===== config.mk =====
export PLATFORM = sky130hd
export DESIGN_NAME = ws_sub1
export DESIGN_NICKNAME = d
export VERILOG_FILES = /design/src/rtl/ws_sub1_pkg.sv /design/src/rtl/ws_sub1.sv
export SDC_FILE = /design/constraint.sdc
export NUM_CORES = 1
export LEC_CHECK = 0
export BUFFER_PORTS_ARGS = -buffer_cell sky130_fd_sc_hd__buf_2
export CAP_MARGIN = 15
export CORE_MARGIN = 8
export CORE_UTILIZATION = 30
export DETAILED_ROUTE_END_ITERATION = 16
export GPL_TIMING_DRIVEN = 0
export HOLD_SLACK_MARGIN = 0.08
export PLACE_DENSITY_LB_ADDON = 0.05
export SYNTH_ARGS = -nofsm -noshare
export SYNTH_HDL_FRONTEND = slang
export SYNTH_SLANG_ARGS = --single-unit

===== constraint.sdc =====
create_clock -name clk -period 3.4 [get_ports clk]
set_input_delay 0.68 -clock clk [delete_from_list [all_inputs] [get_ports clk]]
set_output_delay 0.68 -clock clk [all_outputs]
set_load 0.01 [all_outputs]

===== src/rtl/ws_sub1_pkg.sv =====
// ws_sub1_pkg: bus widths and payload layout shared by the
// writeback stages of both sub-pipes.
package ws_sub1_pkg;

   localparam int M2S_TO_WS_BUS_WD = 75;
   localparam int WS_TO_RF_BUS_WD  = 41;
   localparam int WS_FWD_BUS_WD    = 39;

   typedef struct packed {
      logic        first;
      logic [3:0]  rf_wen;
      logic        gr_we;
      logic [4:0]  dest;
      logic [31:0] result;
      logic [31:0] pc;
   } m2s_ws_t;

endpackage


===== src/rtl/ws_sub1.sv =====
// ws_sub1: writeback stage of sub-pipe 1. Holds one MEM2 payload,
// writes the register file, and feeds forwarding, trace and retire count.
module ws_sub1
   import ws_sub1_pkg::*;
#(
   parameter int BUS_WD = M2S_TO_WS_BUS_WD,
   parameter int FWD_WD = WS_FWD_BUS_WD,
   parameter int RF_WD  = WS_TO_RF_BUS_WD,
   parameter int CNT_WD = 32
)(
   input  logic              clk,
   input  logic              reset,
   input  logic              ws_stall,
   input  logic              m2s_to_ws_valid,
   input  logic [BUS_WD-1:0] m2s_to_ws_bus,
   output logic              ws_allowin,
   output logic [RF_WD-1:0]  ws_to_rf_bus,
   output logic [FWD_WD-1:0] ws_fwd_bus,
   output logic              ws_first,
   output logic [31:0]       debug_wb_pc,
   output logic [3:0]        debug_wb_rf_wen,
   output logic [4:0]        debug_wb_rf_wnum,
   output logic [31:0]       debug_wb_rf_wdata,
   output logic [CNT_WD-1:0] retire_cnt
);

   logic              r_ws_valid;
   logic [BUS_WD-1:0] r_payload;
   logic [CNT_WD-1:0] r_retire_cnt;

   m2s_ws_t           w_pl;
   logic              w_ready_go;
   logic              w_commit;
   logic              w_dest_nz;
   logic              w_eff_we;
   logic [3:0]        w_wen;

   assign w_pl       = m2s_ws_t'(r_payload[M2S_TO_WS_BUS_WD-1:0]);
   assign w_ready_go = ~ws_stall;
   assign ws_allowin = ~r_ws_valid | w_ready_go;
   assign w_commit   = r_ws_valid & w_ready_go;
   assign w_dest_nz  = (w_pl.dest != 5'd0);
   assign w_eff_we   = w_commit & w_pl.gr_we & w_dest_nz;
   assign w_wen      = {4{w_eff_we}} & w_pl.rf_wen;

   always_ff @(posedge clk or posedge reset) begin
      if (reset) begin
         r_ws_valid   <= 1'b0;
         r_payload    <= '0;
         r_retire_cnt <= '0;
      end else begin
         if (ws_allowin)
            r_ws_valid <= m2s_to_ws_valid;
         if (ws_allowin && m2s_to_ws_valid)
            r_payload <= m2s_to_ws_bus;
         if (w_commit)
            r_retire_cnt <= r_retire_cnt + {{(CNT_WD-1){1'b0}}, 1'b1};
      end
   end

   assign ws_to_rf_bus = {w_wen, w_pl.dest, w_pl.result};

   // Forwarding stays live while stalled: the held value is the youngest producer.
   assign ws_fwd_bus = {r_ws_valid,
                        r_ws_valid & w_pl.gr_we & w_dest_nz,
                        w_pl.dest,
                        w_pl.result};

   assign ws_first          = w_pl.first & r_ws_valid;
   assign debug_wb_pc       = w_pl.pc;
   assign debug_wb_rf_wen   = w_wen;
   assign debug_wb_rf_wnum  = w_pl.dest;
   assign debug_wb_rf_wdata = w_pl.result;
   assign retire_cnt        = r_retire_cnt;

endmodule


; ---- After elaboration in Yosys (flattened, before gate mapping)
; Index checks and enable logic that the tools add are counted.
[totals]
register_bits = 108
latch_bits = 0
ramBits = 0
mem_bits_ro = 0
in_bits = 79
output_inout_bits = 187
wordCells = 16
n_memories = 0
[classes]
addsub = 1
mul = 0
div_mod_pow = 0
n_lt_le_gt_ge = 0
n_eq_ne = 0
shift = 0
mux = 0
bitwise = 10
reduce_logical = 2
[op_table]
columns = op, n
row1 = $add A32 B1 Y32 const B, 1
row2 = $and A1 B1 Y1, 6
row3 = $reduce_bool A5 Y1, 1
row4 = $and A4 B4 Y4, 1
row5 = $not A1 Y1, 2
row6 = $logic_and A1 B1 Y1, 1
row7 = $or A1 B1 Y1, 1

; ---- Depth between registers and ports, before layout
; Gate-level depths: netlist of the first run.
[depth]
depth_word = 5
mapped_depth = 5
ltp_nobuf = 5

; ---- Least setup slack after synthesis of the first run
; No wires, ideal clock.
[synth_timing]
path_type = reg-to-output
start = register r_payload[65]
end = output port ws_to_rf_bus[37]
arrival_time_ns = 1.516
t_required_ns = 2.720
setup_slack_ns = 1.204
path_stages_with_launch = 6
path_buffers = 1
cell_sequence = dfrtp_1 -> or4_1 -> o21ai_0 -> nor2_1 -> and2_1 -> buf_4
[synth_between]
elab_chain_cells = 3
[synth_lines]
columns = element, line_no
row1 = start: declaration, ws_sub1.sv:28  ; logic [BUS_WD-1:0] r_payload;
row2 = start signal: assignment, ws_sub1.sv:55  ; r_payload <= m2s_to_ws_bus;
row3 = $reduce_bool A5 Y1, ws_sub1.sv:42  ; assign w_dest_nz = (w_pl.dest != 5'd0);
row4 = $and A1 B1 Y1, ws_sub1.sv:43  ; assign w_eff_we = w_commit & w_pl.gr_we & w_dest_nz;
row5 = $and A4 B4 Y4, ws_sub1.sv:44  ; assign w_wen = {4{w_eff_we}} & w_pl.rf_wen;
row6 = end: declaration, ws_sub1.sv:17  ; output logic [RF_WD-1:0] ws_to_rf_bus,
; No other way between the ends.

; ---- Final worst setup path of the first run
[layout_timing]
start = register r_payload[65]
end = output port ws_to_rf_bus[38]
; The elaborated chain is that of the path after synthesis.

==> run_results.csv, run 1 <==
group,metric,value,unit
floorplan,dieHeight,151,um
pwr,ir_drop,0.222,mV
critical_path,start_kind,"flop",
timing,finalSetupTns,0,ps
logic_synthesis,synth_commonest_cells,"148 x buf_4, 108 x dfrtp_1, 76 x mux2_2",
critical_path,required,2720,ps
pwr,powerDensity,514,nW/um2
logic_synthesis,syn_inst,444,
detailed_routing,first_pass_iters,6,
detailed_routing,wirelength,14300,um
critical_path,crit_slowest_cell,"or4_1",
logic_synthesis,async_reset_ff_frac,1.00,
layout,drive_above_1_share,0.721,
logic_synthesis,avgSynthCellArea,12.3,um2
layout,stdcell_area,7460,um2
detailed_routing,via_per_inst,4.06,
clock_network,cts_buffer_depth,2,
placement,dp_hpwl,11800,um
clock_network,cts_resized,0,
clock_network,ctsHoldBuffers,0,
logic_synthesis,synth_seq_cells,108,
critical_path,worstPathArrival,2130,ps
layout,syn_to_final_growth,36.3,%
timing,slew_headroom,0.617,
clock_network,cts_inserted_buffers,9,
timing,tightestPinTransition,571,ps
clock_network,root_buffer,"clkbuf_16",
floorplan,ioPinCount,266,
critical_path,crit_type,"flop to primary output",
logic_synthesis,ys_seq_area_frac,0.493,
timing,slew_violations,0,
floorplan,initial_core_util,0.305,
pwr,p_clk_frac,0.278,
global_routing,antenna_found_initial,0,
logic_synthesis,ys_types,26,
logic_synthesis,synthesis.nets,524,
detailed_routing,drtAntennaViolNets,0,
layout,num_antenna_cells,0,
critical_path,crit_fanout,5,
logic_synthesis,synth.top_cell.area_share,0.493,
global_routing,track_usage,0.123,
logic_synthesis,synth_area_leaders,"dfrtp_1 49%, buf_4 20%, mux2_2 16%",
timing,rsz0062_at_grt,"no",
critical_path,critPathTopFamily,"simple AND/OR/NAND/NOR gates",
clock_network,cts_max_level,3,
global_routing,grt_max_degree,38,
flow_run,max_cap_viol_count,0,
logic_synthesis,yosysMostFrequentCell,"buf_4",
timing,fmax,355,MHz
layout,fin_nets,803,
pwr,switching_share,0.288,
logic_synthesis,syn_area,5480,um2
critical_path,max_stage_delay,530,ps
detailed_routing,drcViolationCount,0,
clock_network,tritoncts,"built",
detailed_routing,drtIter0Drc,93,
pwr,leakagePower,3.98,nW
timing,finalSetupViolCount,0,
logic_synthesis,synth_area_leader_cell,"dfrtp_1",
floorplan,num_rows,49,
timing,fin_crit_sh,0.827,
placement,io_buffers,265,
pwr,p_seq_frac,0.420,
worst_hold_path,hold_path.class,"input pin to async pin",
pwr,p_comb_frac,0.301,
logic_synthesis,synth_edf_count,0,
detailed_routing,routed-via-count,3882,
floorplan,fp.dieW,151,um
timing,period_needed,2810,ps
status,outcome,"completed",
critical_path,critical_path.cell_chain,"or4_1, o21ai_0, nor2_1, and2_1, buf_4, buf_2",
logic_synthesis,yosysWarningCount,0,
detailed_routing,wl_per_cell,15.0,um
placement,dpl_cell_area,7160,um2
timing,final_hold_viol_count,0,
clock_network,path_clk_slew,70,ps
critical_path,endpoint_kind,"primary output",
clock_network,clock_latency,340,ps
clock_network,cts.sinks,108,
clock_network,post_cts_buffers,0,
pwr,p_total,0.00383,W
placement,gp_congestion,0.726,
layout,final_core_util,0.415,
critical_path,path_buf_inv,2,
pwr,p_sw,0.00110,W
global_routing,grt_pass1_wl,21700,um
floorplan,dieArea,22800,um2
timing,finClkSkew,8.75,ps
global_routing,grt-ovfl-total,0,
global_routing,grt_pass1_vias,3974,
pwr,p_int,0.00273,W
logic_synthesis,yosys_most_used_dff,"dfrtp_1",
floorplan,design.core.area,18000,um2
[worst paths after layout]
kind                           startpoint               end  slack, ps  depth (start not counted)
max in group asynchronous           reset     retire_cnt[0]       2070                          5
max reg2reg                    r_ws_valid      r_payload[6]       1510                          5
min reg2reg                retire_cnt[31]    retire_cnt[31]        480                          1
min                                 reset    retire_cnt[25]        370                          2
max                         r_payload[65]  ws_to_rf_bus[38]        590                          6
min in group clk           retire_cnt[31]    retire_cnt[31]        480                          1
[flip-flops by register name, indices dropped and copies added (netlist names)]
register,cells
r_payload,75
retire_cnt,32
r_ws_valid,1
[area by class of cell]
type	count	area [um2]
Inverter	3	15.0
Timing Repair Buffer	268	1390
Fill cell	1805	10500
Clock buffer	11	243
Tap cell	229	287
Clock inverter	5	60.1
Buffer	157	1160
Sequential cell	108	2700
Multi-Input combinational cell	176	1610
[stage by stage]
step	hold slack (ps)	instances	setup slack [ps]
floorplan	472	444	1200
global placement	460	938	593
detailed placement	463	941	898
CTS	361	957	537
global route	381	957	474
finish	367	957	587
[layer usage]
metal | global-route usage | wire [um]
met1 | 0.135 | 5450
met2 | 0.218 | 7420
met3 | 0.0394 | 1310
met4 | 0.0416 | 163
met5 | 0 | 0
[power groups by stage]
stage	combinational, W	sequential, W	clock [W]
3_3_place_gp	0.00117	0.00163	0
4_1_cts	0.00119	0.00162	0.00112
6_report	0.00116	0.00161	0.00107
3_5_place_dp	0.00119	0.00164	0
2_1_floorplan	0.000747	0.00162	0
5_1_grt	0.00126	0.00164	0.00118
[cells in the final DEF (no fill, tap or decap), types with 2 or more instances in the layout]
| cell type | synthesis | layout |
|---|---|---|
| buf_2 | 9 | 274 |
| buf_4 | 148 | 148 |
| buf_12 | 0 | 2 |
| nand2b_1 | 2 | 2 |
| nor4_1 | 2 | 2 |
| mux2_2 | 76 | 76 |
| clkbuf_16 | 0 | 9 |
| xor2_1 | 9 | 9 |
| dfrtp_1 | 108 | 108 |
| inv_1 | 3 | 2 |
| clkinvlp_4 | 0 | 2 |
| nand4_1 | 9 | 9 |
| nor2_1 | 5 | 5 |
| nor4_4 | 4 | 4 |
| xnor2_1 | 22 | 22 |
| nand3_1 | 12 | 12 |
| nor3_1 | 3 | 3 |
| nand2_1 | 9 | 9 |
| and2_1 | 9 | 9 |
| and3_1 | 5 | 5 |
[cells by family after synthesis]
group           synth area share
simple gates              0.0843
compound gates          0.000913
flops                      0.493
xor+xnor                  0.0496
mux                        0.156
buf+inv                    0.213
fa+ha+maj                0.00228
(Power assumes the default switching activity.)
==> run 2: changes to the inputs <==
==> constraint.sdc (replaced) <==
create_clock -name clk -period 2.62 [get_ports clk]
set_input_delay 0.524 -clock clk [delete_from_list [all_inputs] [get_ports clk]]
set_output_delay 0.524 -clock clk [all_outputs]
set_load 0.01 [all_outputs]
==> run_results.csv, run 2 (synthesis gave the netlist of run 1 again) <==
group,metric,value,unit
timing,fmax,399,MHz
timing,fin_crit_sh,0.957,
clock_network,cts_inserted_buffers,9,
flow_run,max_cap_viol_count,0,
layout,largest_reg_flops,75,
critical_path,path_buf_inv,2,
detailed_routing,drtAntennaViolNets,0,
layout,stdcell_area,7480,um2
layout,drive_above_1_share,0.723,
floorplan,initial_core_util,0.305,
layout,fin_nets,805,
critical_path,max_stage_delay,550,ps
layout,top_register,"r_payload",
detailed_routing,drcViolationCount,0,
timing,finalWorstSetupSlack,113,ps
pwr,powerDensity,666,nW/um2
placement,dp_slack,309,ps
global_routing,grt_pass1_wl,21700,um
pwr,ir_drop,0.283,mV
floorplan,num_rows,49,
global_routing,antenna_found_initial,0,
timing,period_needed,2510,ps
global_routing,track_usage,0.123,
critical_path,crit_slowest_cell,"or4_1",
layout,fillCellCount,1808,
layout,final_core_util,0.417,
clock_network,clock_latency,340,ps
floorplan,dieHeight,151,um
critical_path,start_kind,"flop",
critical_path,worstPathArrival,1980,ps
floorplan,fp.dieW,151,um
detailed_routing,wirelength,14400,um
floorplan,dieArea,22800,um2
placement,dp_hpwl,11800,um
timing,slew_headroom,0.617,
layout,seqCellArea,2700,um2
critical_path,crit_type,"flop to primary output",
floorplan,design.core.area,18000,um2
critical_path,critical_path.cell_chain,"or4_1, o21ai_2, nor2_1, and2_1, buf_4, buf_2",
layout,final_cell_mix,"274 x buf_2, 150 x buf_4, 108 x dfrtp_1",
critical_path,endpoint_kind,"primary output",
clock_network,cts_buffer_depth,2,
clock_network,cts.sinks,108,
layout,num_antenna_cells,0,
detailed_routing,routed-via-count,3882,
detailed_routing,via_per_inst,4.05,
clock_network,cts_max_level,3,
global_routing,grt_pass1_vias,3983,
detailed_routing,drtIter0Drc,99,
critical_path,required,2100,ps
placement,dpl_cell_area,7160,um2
clock_network,path_clk_slew,70,ps
pwr,p_total,0.00498,W
placement,io_buffers,265,
layout,final_common_cell,"buf_2",
layout,multi_input_area,1610,um2
status,outcome,"completed",
detailed_routing,first_pass_iters,6,
timing,tightestPinTransition,571,ps
clock_network,tritoncts,"built",
floorplan,ioPinCount,266,
placement,gp_congestion,0.726,
clock_network,root_buffer,"clkbuf_16",
timing,finClkSkew,7.09,ps
layout,syn_to_final_growth,36.6,%
critical_path,crit_fanout,4,
detailed_routing,wl_per_cell,15.0,um
timing,final_hold_viol_count,0,
worst_hold_path,hold_path.class,"input pin to async pin",
pwr,leakagePower,3.99,nW
global_routing,grt-ovfl-total,0,
timing,slew_violations,0,
critical_path,critPathTopFamily,"simple AND/OR/NAND/NOR gates",
timing,finalSetupViolCount,0,
global_routing,grt_max_degree,38,
-- run 2: cell types whose count changed in the layout (fill, tap and decap cells not counted) --
cell,before,now
o21ai_2,0,1
buf_4,148,150
o21ai_0,1,0
-- run 2: path summary, 6_finish.rpt --
check	startpoint	endpoint	slack [ps]	depth (start not counted)
max	r_payload[65]	ws_to_rf_bus[38]	110	6
min	reset	retire_cnt[25]	210	2
max reg2reg	r_ws_valid	r_payload[6]	720	5
min reg2reg	retire_cnt[31]	retire_cnt[31]	480	1
max in group asynchronous	reset	r_payload[57]	1450	5
min in group clk	m2s_to_ws_valid	r_ws_valid	390	2
-- run 2: area by class of cell --
cell class | count | area share
multi-input combinational | 176 | 0.215
timing repair buffer | 270 | 0.188
inverter | 3 | 0.00201
clock buffer | 11 | 0.0324
sequential | 108 | 0.361
tap | 229 | 0.0383
buffer | 157 | 0.155
clock inverter | 5 | 0.00803
-- run 2: power by group --
group	switching [W]	internal (W)	total [W]	leakage [nW]
registers	0.000205	0.00188	0.00209	1.32
logic	0.000615	0.000896	0.00151	2.52
clock network	0.000613	0.000772	0.00138	0.146
total	0.00143	0.00355	0.00498	3.99
-- run 2: through the flow --
stage	hold WS [ps]	setup TNS, ps	instances
6_report	211	0	959
5_1_grt	225	-22.6	959
4_1_cts	205	0	958
3_5_place_dp	463	0	941
3_3_place_gp	460	-2470	938
2_1_floorplan	472	0	444
-- run 2: what timing repair did --
action                                  CTS  global route
resized for setup                         1             1
setup buffers                             1             1
hold buffers                              0             0
gates cloned                              0             0
endpoints found under the setup margin    4             4
-- run 2: layer usage --
metal	vias up	global-route usage	part of all wire	wire (um)
met5	-	0	0	0
met4	0	0.0416	0.011	164
met3	12	0.0394	0.091	1310
met2	134	0.218	0.52	7450
met1	1827	0.135	0.38	5430
li1	1909	-	-	-
==> run 3: changes to the inputs <==
--- a/config.mk
+++ b/config.mk
@@ -5,11 +5,10 @@
 export SDC_FILE = /design/constraint.sdc
 export NUM_CORES = 1
 export LEC_CHECK = 0
-export BUFFER_PORTS_ARGS = -buffer_cell sky130_fd_sc_hd__buf_2
-export CAP_MARGIN = 15
 export CORE_MARGIN = 8
 export CORE_UTILIZATION = 30
 export DETAILED_ROUTE_END_ITERATION = 16
+export DONT_BUFFER_PORTS = 1
 export GPL_TIMING_DRIVEN = 0
 export HOLD_SLACK_MARGIN = 0.08
 export PLACE_DENSITY_LB_ADDON = 0.05
==> run_results.csv, run 3 (synthesis gave the netlist of run 1 again) <==
group,metric,value,unit
status,outcome,"completed",
layout,top_register,"r_payload",
global_routing,met1_usage,0.126,
critical_path,start_kind,"flop",
layout,stdcell_area,6100,um2
timing,rsz0062_at_grt,"no",
clock_network,cts.sinks,108,
timing,final_hold_viol_count,0,
timing,slew_violations,0,
critical_path,crit_type,"flop to primary output",
floorplan,fp.dieW,151,um
flow_run,max_cap_viol_count,0,
detailed_routing,via_per_inst,4.33,
clock_network,cts_buffer_depth,2,
critical_path,r2r-end,"r_payload[6]",
layout,final_common_cell,"buf_4",
floorplan,initial_core_util,0.305,
detailed_routing,drtAntennaViolNets,0,
clock_network,clock_latency,350,ps
layout,drive_above_1_share,0.568,
layout,num_antenna_cells,0,
timing,finalSetupViolCount,0,
critical_path,reg2reg_depth,5,
global_routing,grt_pass1_vias,3110,
floorplan,num_rows,49,
detailed_routing,drtIter0Drc,76,
pwr,ir_drop,0.283,mV
clock_network,cts_inserted_buffers,9,
global_routing,antenna_found_initial,0,
timing,fin_crit_sh,0.955,
layout,fin_nets,538,
clock_network,root_buffer,"clkbuf_16",
pwr,powerDensity,740,nW/um2
timing,fmax,399,MHz
detailed_routing,wl_per_cell,19.2,um
floorplan,design.core.area,18000,um2
layout,final_cell_mix,"149 x buf_4, 107 x dfrtp_1, 76 x mux2_2",
critical_path,r2r-start,"r_ws_valid",
layout,fillCellCount,1791,
floorplan,ioPinCount,266,
clock_network,ctsHoldBuffers,0,
critical_path,ff2ff_setup_slack,590,ps
global_routing,track_usage,0.112,
floorplan,dieArea,22800,um2
timing,tightestPinTransition,902,ps
timing,finalSetupTns,0,ps
clock_network,cts_max_level,3,
global_routing,grt-ovfl-total,0,
placement,gp_congestion,0.655,
timing,period_needed,2500,ps
critical_path,worstPathArrival,1980,ps
placement,dp_hpwl,10500,um
detailed_routing,wirelength,13300,um
pwr,leakagePower,2.85,nW
critical_path,crit_fanout,5,
placement,io_buffers,0,
timing,finClkSkew,9.08,ps
layout,largest_reg_flops,75,
detailed_routing,first_pass_iters,4,
detailed_routing,drcViolationCount,0,
critical_path,endpoint_kind,"primary output",
global_routing,use_met3,0.0394,
global_routing,use_met2,0.191,
detailed_routing,routed-via-count,2993,
clock_network,tritoncts,"built",
worst_hold_path,hold_path.class,"input pin to async pin",
global_routing,grt_busiest_layer,"met2",
layout,syn_to_final_growth,11.3,%
clock_network,path_clk_slew,80,ps
critical_path,required,2100,ps
placement,dpl_cell_area,5810,um2
floorplan,dieHeight,151,um
global_routing,grt_max_degree,39,
global_routing,grt_pass1_wl,19400,um
timing,slew_headroom,0.397,
==> run 3: cell types whose count changed in the layout (fill, tap and decap cells not counted), sizes merged <==
cell,change
buf,-267
bufinv,-1
clkbuf,-1
clkinv,+1
clkinvlp,+1
==> run 3: worst max-delay path by stage <==
stage,to,depth (start not counted),slack (ps),start
floorplan,ws_to_rf_bus[37],5,580,r_payload[65]
global placement,r_payload[47],1,30,reset
detailed placement,ws_to_rf_bus[39],5,360,r_payload[65]
CTS,ws_to_rf_bus[39],5,30,r_payload[65]
global route,ws_to_rf_bus[39],5,3,r_payload[64]
finish,ws_to_rf_bus[39],5,120,r_payload[64]
==> run 3: critical path, cell delays in order (launching register included) <==
cell     delay (ps)
dfrtp_2         440
or4_1           540
o21ai_2         150
nor2_1          100
and2_1          240
buf_4           170
==> run 3: metrics by stage <==
step,total power (W),setup WS (ps),cells,hold slack [ps],util
floorplan,0.00306,580,444,472,-
global placement,0.00327,31.1,673,483,0.321
detailed placement,0.00329,357,675,489,0.323
CTS,0.00463,25.1,691,244,0.339
global route,0.00478,3.43,692,280,0.339
finish,0.00451,117,692,219,0.339
==> run 3: area by class of cell <==
cell class / count / area [um2] / share of cell area
multi-input combinational: 176 / 1610 / 0.264
timing repair buffer: 3 / 47.5 / 0.00780
sequential: 108 / 2700 / 0.443
clock inverter: 6 / 38.8 / 0.00636
buffer: 157 / 1160 / 0.190
tap: 229 / 287 / 0.0470
clock buffer: 10 / 239 / 0.0392
inverter: 3 / 15.0 / 0.00246
==> run 3: per-layer routing <==
metal,vias to the layer above,wire (um)
met4,0,196
met1,1473,4870
li1,1371,-
met3,12,1380
met2,137,6800
met5,-,0
==> run 3: what timing repair did <==
item / in CTS / in global routing
gates resized for setup: 1 / 2
setup buffers: 0 / 1
setup endpoints to repair: 4 / 4
==> run 3: where the power goes <==
| group | internal [W] | switching [W] |
|---|---|---|
| sequential | 0.00188 | 0.000250 |
| combinational | 0.000608 | 0.000476 |
| clock | 0.000670 | 0.000629 |
